## src/rtl/spi_pkg.sv

```systemverilog
// Purpose : shared types and constants for the SPI mode-0 target.
// Latency : n/a (declarations only).
// Backpres: n/a.
package spi_pkg;

   localparam int BYTE_W = 8;
   localparam int CNT_W  = 3;

   typedef enum logic {
      IDLE   = 1'b0,
      ACTIVE = 1'b1
   } spi_state_t;

   // Synchroniser reset values match the idle bus so that reset release
   // never looks like an SCK or CS edge.
   localparam logic SCK_RST  = 1'b0;
   localparam logic CS_N_RST = 1'b1;
   localparam logic MOSI_RST = 1'b0;

endpackage

```

## src/rtl/sync_ff.sv

```systemverilog
// Purpose : multi-flop synchroniser for a single asynchronous bit.
// Latency : STAGES clk cycles from d to q.
// Backpres: none (free-running).
// Ports   : clk, rst_n (async active-low), d (async input), q (synchronised).
module sync_ff #(
   parameter int   STAGES    = 2,
   parameter logic RESET_VAL = 1'b0
) (
   input  logic clk,
   input  logic rst_n,
   input  logic d,
   output logic q
);

   logic [STAGES-1:0] pipe;

   always_ff @(posedge clk or negedge rst_n) begin
      if (!rst_n) begin
         pipe <= {STAGES{RESET_VAL}};
      end else begin
         pipe <= {pipe[STAGES-2:0], d};
      end
   end

   assign q = pipe[STAGES-1];

endmodule

```

## src/rtl/spi_peripheral.sv

```systemverilog
// Purpose : SPI mode-0 target; received bytes pulse out on rx_valid_o, tx_byte_i shifted out on MISO.
// Latency : pin edge -> strobe after SYNC_STAGES cycles, outputs one cycle later (SYNC_STAGES+1 total).
// Backpres: none; the SPI controller sets the pace, tx_byte_i is sampled at each byte boundary.
// Ports   : clk_i/rst_ni; spi_sck_i, spi_cs_ni, spi_mosi_i, spi_miso_o (board pins);
//           tx_byte_i (next byte to send); rx_valid_o/rx_byte_o (received byte);
//           frame_start_o (CS fall pulse), frame_active_o (CS low, synchronised).
module spi_peripheral
   import spi_pkg::*;
#(
   parameter int SYNC_STAGES = 2
) (
   input  logic              clk_i,
   input  logic              rst_ni,
   input  logic              spi_sck_i,
   input  logic              spi_cs_ni,
   input  logic              spi_mosi_i,
   output logic              spi_miso_o,
   input  logic [BYTE_W-1:0] tx_byte_i,
   output logic              rx_valid_o,
   output logic [BYTE_W-1:0] rx_byte_o,
   output logic              frame_start_o,
   output logic              frame_active_o
);

   logic sck_sync, cs_n_sync, mosi_sync;
   logic sck_q, cs_n_q;
   logic sck_rise, sck_fall, cs_rise, cs_fall;

   sync_ff #(.STAGES(SYNC_STAGES), .RESET_VAL(SCK_RST)) u_sync_sck (
      .clk(clk_i), .rst_n(rst_ni), .d(spi_sck_i), .q(sck_sync)
   );
   sync_ff #(.STAGES(SYNC_STAGES), .RESET_VAL(CS_N_RST)) u_sync_cs (
      .clk(clk_i), .rst_n(rst_ni), .d(spi_cs_ni), .q(cs_n_sync)
   );
   sync_ff #(.STAGES(SYNC_STAGES), .RESET_VAL(MOSI_RST)) u_sync_mosi (
      .clk(clk_i), .rst_n(rst_ni), .d(spi_mosi_i), .q(mosi_sync)
   );

   always_ff @(posedge clk_i or negedge rst_ni) begin
      if (!rst_ni) begin
         sck_q  <= SCK_RST;
         cs_n_q <= CS_N_RST;
      end else begin
         sck_q  <= sck_sync;
         cs_n_q <= cs_n_sync;
      end
   end

   assign sck_rise = sck_sync & ~sck_q;
   assign sck_fall = ~sck_sync & sck_q;
   assign cs_fall  = ~cs_n_sync & cs_n_q;
   assign cs_rise  = cs_n_sync & ~cs_n_q;

   spi_state_t        state, state_d;
   logic [CNT_W-1:0]  bit_cnt, bit_cnt_d;
   logic [BYTE_W-1:0] rx_shift, rx_shift_d;
   logic [BYTE_W-1:0] tx_shift, tx_shift_d;
   logic [BYTE_W-1:0] rx_byte_q, rx_byte_d;
   logic              miso_q, miso_d;
   logic              rx_valid_q, rx_valid_d;
   logic              frame_start_q, frame_start_d;

   always_ff @(posedge clk_i or negedge rst_ni) begin
      if (!rst_ni) begin
         state         <= IDLE;
         bit_cnt       <= '0;
         rx_shift      <= '0;
         tx_shift      <= '0;
         rx_byte_q     <= '0;
         miso_q        <= 1'b0;
         rx_valid_q    <= 1'b0;
         frame_start_q <= 1'b0;
      end else begin
         state         <= state_d;
         bit_cnt       <= bit_cnt_d;
         rx_shift      <= rx_shift_d;
         tx_shift      <= tx_shift_d;
         rx_byte_q     <= rx_byte_d;
         miso_q        <= miso_d;
         rx_valid_q    <= rx_valid_d;
         frame_start_q <= frame_start_d;
      end
   end

   always_comb begin
      state_d       = state;
      bit_cnt_d     = bit_cnt;
      rx_shift_d    = rx_shift;
      tx_shift_d    = tx_shift;
      rx_byte_d     = rx_byte_q;
      miso_d        = miso_q;
      rx_valid_d    = 1'b0;
      frame_start_d = 1'b0;

      case (state)
         IDLE: begin
            bit_cnt_d = '0;
            miso_d    = 1'b0;
            // SCK edges are ignored here, including one coincident with CS fall.
            if (cs_fall) begin
               state_d       = ACTIVE;
               tx_shift_d    = tx_byte_i;
               miso_d        = tx_byte_i[BYTE_W-1];
               frame_start_d = 1'b1;
            end
         end
         ACTIVE: begin
            // CS release takes priority over any SCK edge in the same cycle.
            if (cs_rise) begin
               state_d    = IDLE;
               bit_cnt_d  = '0;
               miso_d     = 1'b0;
               rx_shift_d = '0;
               tx_shift_d = '0;
            end else if (sck_rise) begin
               rx_shift_d = {rx_shift[BYTE_W-2:0], mosi_sync};
               bit_cnt_d  = bit_cnt + 3'd1;
               if (bit_cnt == 3'd7) begin
                  rx_byte_d  = {rx_shift[BYTE_W-2:0], mosi_sync};
                  rx_valid_d = 1'b1;
               end
            end else if (sck_fall) begin
               // At a byte boundary the next tx byte is fetched; this leaves the
               // consumer half an SCK period after rx_valid_o to update tx_byte_i.
               if (bit_cnt != '0) begin
                  tx_shift_d = {tx_shift[BYTE_W-2:0], 1'b0};
                  miso_d     = tx_shift[BYTE_W-2];
               end else begin
                  tx_shift_d = tx_byte_i;
                  miso_d     = tx_byte_i[BYTE_W-1];
               end
            end
         end
      endcase
   end

   assign spi_miso_o     = miso_q;
   assign rx_valid_o     = rx_valid_q;
   assign rx_byte_o      = rx_byte_q;
   assign frame_start_o  = frame_start_q;
   assign frame_active_o = (state == ACTIVE);

endmodule
```

## config.mk

```make
export PLATFORM = sky130hd
export DESIGN_NAME = spi_peripheral
export DESIGN_NICKNAME = d
export VERILOG_FILES = /design/src/rtl/spi_pkg.sv /design/src/rtl/sync_ff.sv /design/src/rtl/spi_peripheral.sv
export SDC_FILE = /design/constraint.sdc
export NUM_CORES = 1
export LEC_CHECK = 0
export BUFFER_PORTS_ARGS = -buffer_cell sky130_fd_sc_hd__buf_2
export CORE_ASPECT_RATIO = 0.6
export CORE_MARGIN = 5
export CORE_UTILIZATION = 30
export DETAILED_ROUTE_END_ITERATION = 10
export GPL_TIMING_DRIVEN = 0
export MAX_ROUTING_LAYER = met4
export SLEW_MARGIN = 20
export SYNTH_ARGS = -nofsm -noshare
export SYNTH_HDL_FRONTEND = slang
export SYNTH_SLANG_ARGS = --single-unit
```

## constraint.sdc

```tcl
create_clock -name clk_i -period 3.33 [get_ports clk_i]
set_input_delay 0.333 -clock clk_i [delete_from_list [all_inputs] [get_ports clk_i]]
set_output_delay 0.333 -clock clk_i [all_outputs]
set_load 0.05 [all_outputs]
```

==> metrics.csv <==
metric,value,unit
area_delta_synth_final,18.7,%
clk_latency,0.29,ns
row_count,20,
r2r_cells,7,
power.total,0.000976,W
synth-edff-count,0,
ant_nets,0,
grt_pass1_vias,1056,
grt_max_degree,38,
core,5080,um^2
avgSynthCellArea,13.9,um^2
fin_crit_sh,0.504,
endpoint_kind,register,
global_route.overflow_total,0,
critPathKind,register to register,
ctsHoldBuffers,0,
hold_viol,0,
grt_pass1_wl,5.30,mm
cp_top_family,flip-flops,
track_usage,0.0993,
fin_setup_tns,0,ns
syn_area,1590,um^2
fp.dieW,104,um
post-route-drc-count,0,
r2r_end,tx_shift[1],
outcome,"finished, final reports clean",
avgViaCountPerCell,4.59,
worst-path-max-fanout,7,
ff2ff_setup_slack,1.65,ns
p_per_area,518,nW/um^2
crit_chain,inv_1 -> ha_1 -> nand2b_4 -> and3_1 -> buf_2 -> a22o_1 -> mux2_4,
cts_buffers,5,
slew_headroom,0.456,
min_path_type,input pin to async pin,
syn_inst,114,
gp_congestion,0.728,
cts_tree,built,
routed_wl,2.92,mm
syn-num-nets,130,
ys_async_sr_fraction,1.00,
wl_per_cell,13.8,um
synth.distinct_cells,33,
rsz0062_at_grt,no,
cts.htree.levels,2,
nets,161,
cts_sinks,37,
maxCapViolations,0,
drt_iter0_drc,65,
max_freq,596,MHz
path_clk_slew,0.07,ns
cp-start-kind,register,
r2r_start,bit_cnt[0],
critPathSlowestCell,dfrtp_1,
ys_seq_area_frac,0.586,
setup-violations-final,0,
max_slew.worst_pin.slew,0.815,ns
start_util,0.312,
via_count,973,
synth.most_common_cell,dfrtp_1,
synth_top_cell_by_area,dfrtp_1,
drive_gt1_frac,0.397,
antenna_found_initial,0,
die_height,66.3,um
yosys_warnings,0,
ir_worst_vdd,0.221,mV
synth_common_cells,"dfrtp_1, mux2_4, a22o_1",
first_pass_iters,4,
fin_crit,1.68,ns
postCtsSetupBuffers,0,
maxSlewViolCount,0,
synth_top_area_frac,0.536,
dp_hpwl,2.17,mm
startpoint,bit_cnt[0],
cts_root_buf,clkbuf_8,
synthFlopType,dfrtp_1,
critical_path.max_stage_delay,0.41,ns
dieArea,6890,um^2
path_buf_inv,2,
synth.top_cells.by_area,"dfrtp_1, mux2_4, a22o_1",
antenna_cells,0,
io_buffers,24,
post_cts_resize_count,0,
fin_skew,0.00648,ns
worstPathArrival,1.85,ns
p_leak,0.975,nW
critPathRequiredTime,3.50,ns
top_level_ports,25,
ys_ff_latch,37,
cts_buffer_depth,2,
## worst max-delay path by stage
stage,to,cells past startpoint,slack [ns]
floorplan,rx_byte_o[0],5,1.65
detailed placement,tx_shift[2],7,1.66
global route,tx_shift[1],7,1.58
global placement,tx_shift[1],7,1.69
finish,tx_shift[1],7,1.65
CTS,tx_shift[1],7,1.65
## layout by cell type, fill, tap and decap left out, types with 2 or more instances in the layout
cell / synthesis / routed
nand2b_1: 3 / 3
mux2_4: 11 / 11
a21oi_1: 4 / 4
o21ai_0: 2 / 2
nand2_1: 3 / 3
mux2i_1: 2 / 2
ha_1: 3 / 3
nor2_1: 5 / 5
nand2b_4: 2 / 2
a22oi_1: 2 / 2
dfrtp_1: 34 / 34
a2bb2oi_1: 2 / 2
buf_2: 2 / 26
dfstp_2: 3 / 3
a22o_1: 10 / 10
clkbuf_8: 0 / 6
a31oi_1: 2 / 2
o21ai_1: 2 / 2
inv_1: 7 / 7
## per-stage QoR
step                      area, um^2  worst slack (ns)  utilization  cells  hold slack, ns
after floorplan                 1590              1.65            -    114          0.0374
after global placement          1790              1.69        0.352    204           0.335
after detailed placement        1790              1.66        0.352    204           0.335
after CTS                       1880              1.65        0.371    212           0.137
after global routing            1880              1.58        0.371    212           0.119
final                           1880              1.65        0.371    212           0.142
## final cells by class
cell class              count  area [um^2]
clock buffers               7         86.3
plain buffers               4         36.3
fillers                   483         3200
well taps                  66         82.6
inverters                   8         30.0
repair buffers             24          120
multi-input cells          65          591
clock inverters             1         7.51
flip-flops and latches     37          930
## sequential cells by signal, indices dropped and copies added (netlist names), 2 cells and up
signal            flops
bit_cnt               3
u_sync_sck.pipe       2
rx_shift              7
u_sync_mosi.pipe      2
rx_byte_o             8
tx_shift              7
u_sync_cs.pipe        2
## logic make-up (layout without fill, tap and decap cells)
kind of cell	count (synthesis)	count (layout)	synth area share
DFF	37	37	0.586
AOI/OAI and AO/OA	27	27	0.125
and+or+nand+nor	21	21	0.101
muxes	13	13	0.117
buffers and inverters	12	44	0.0418
adders and majority gates	3	3	0.0237
xor gates and xnor gates	1	1	0.00552
## layer usage
metal / track usage / wire [um]
met5: - / 0
met4: 0.0242 / 28
met3: 0.0507 / 130
met2: 0.137 / 1260
met1: 0.128 / 1500
## power by group
group / leakage [nW] / switching, W / internal [W]
sequential: 0.473 / 0.0000256 / 0.000489
combinational: 0.457 / 0.0000755 / 0.0000644
clock: 0.0445 / 0.000154 / 0.000168
Note: power is estimated with default switching activity, not from simulation.
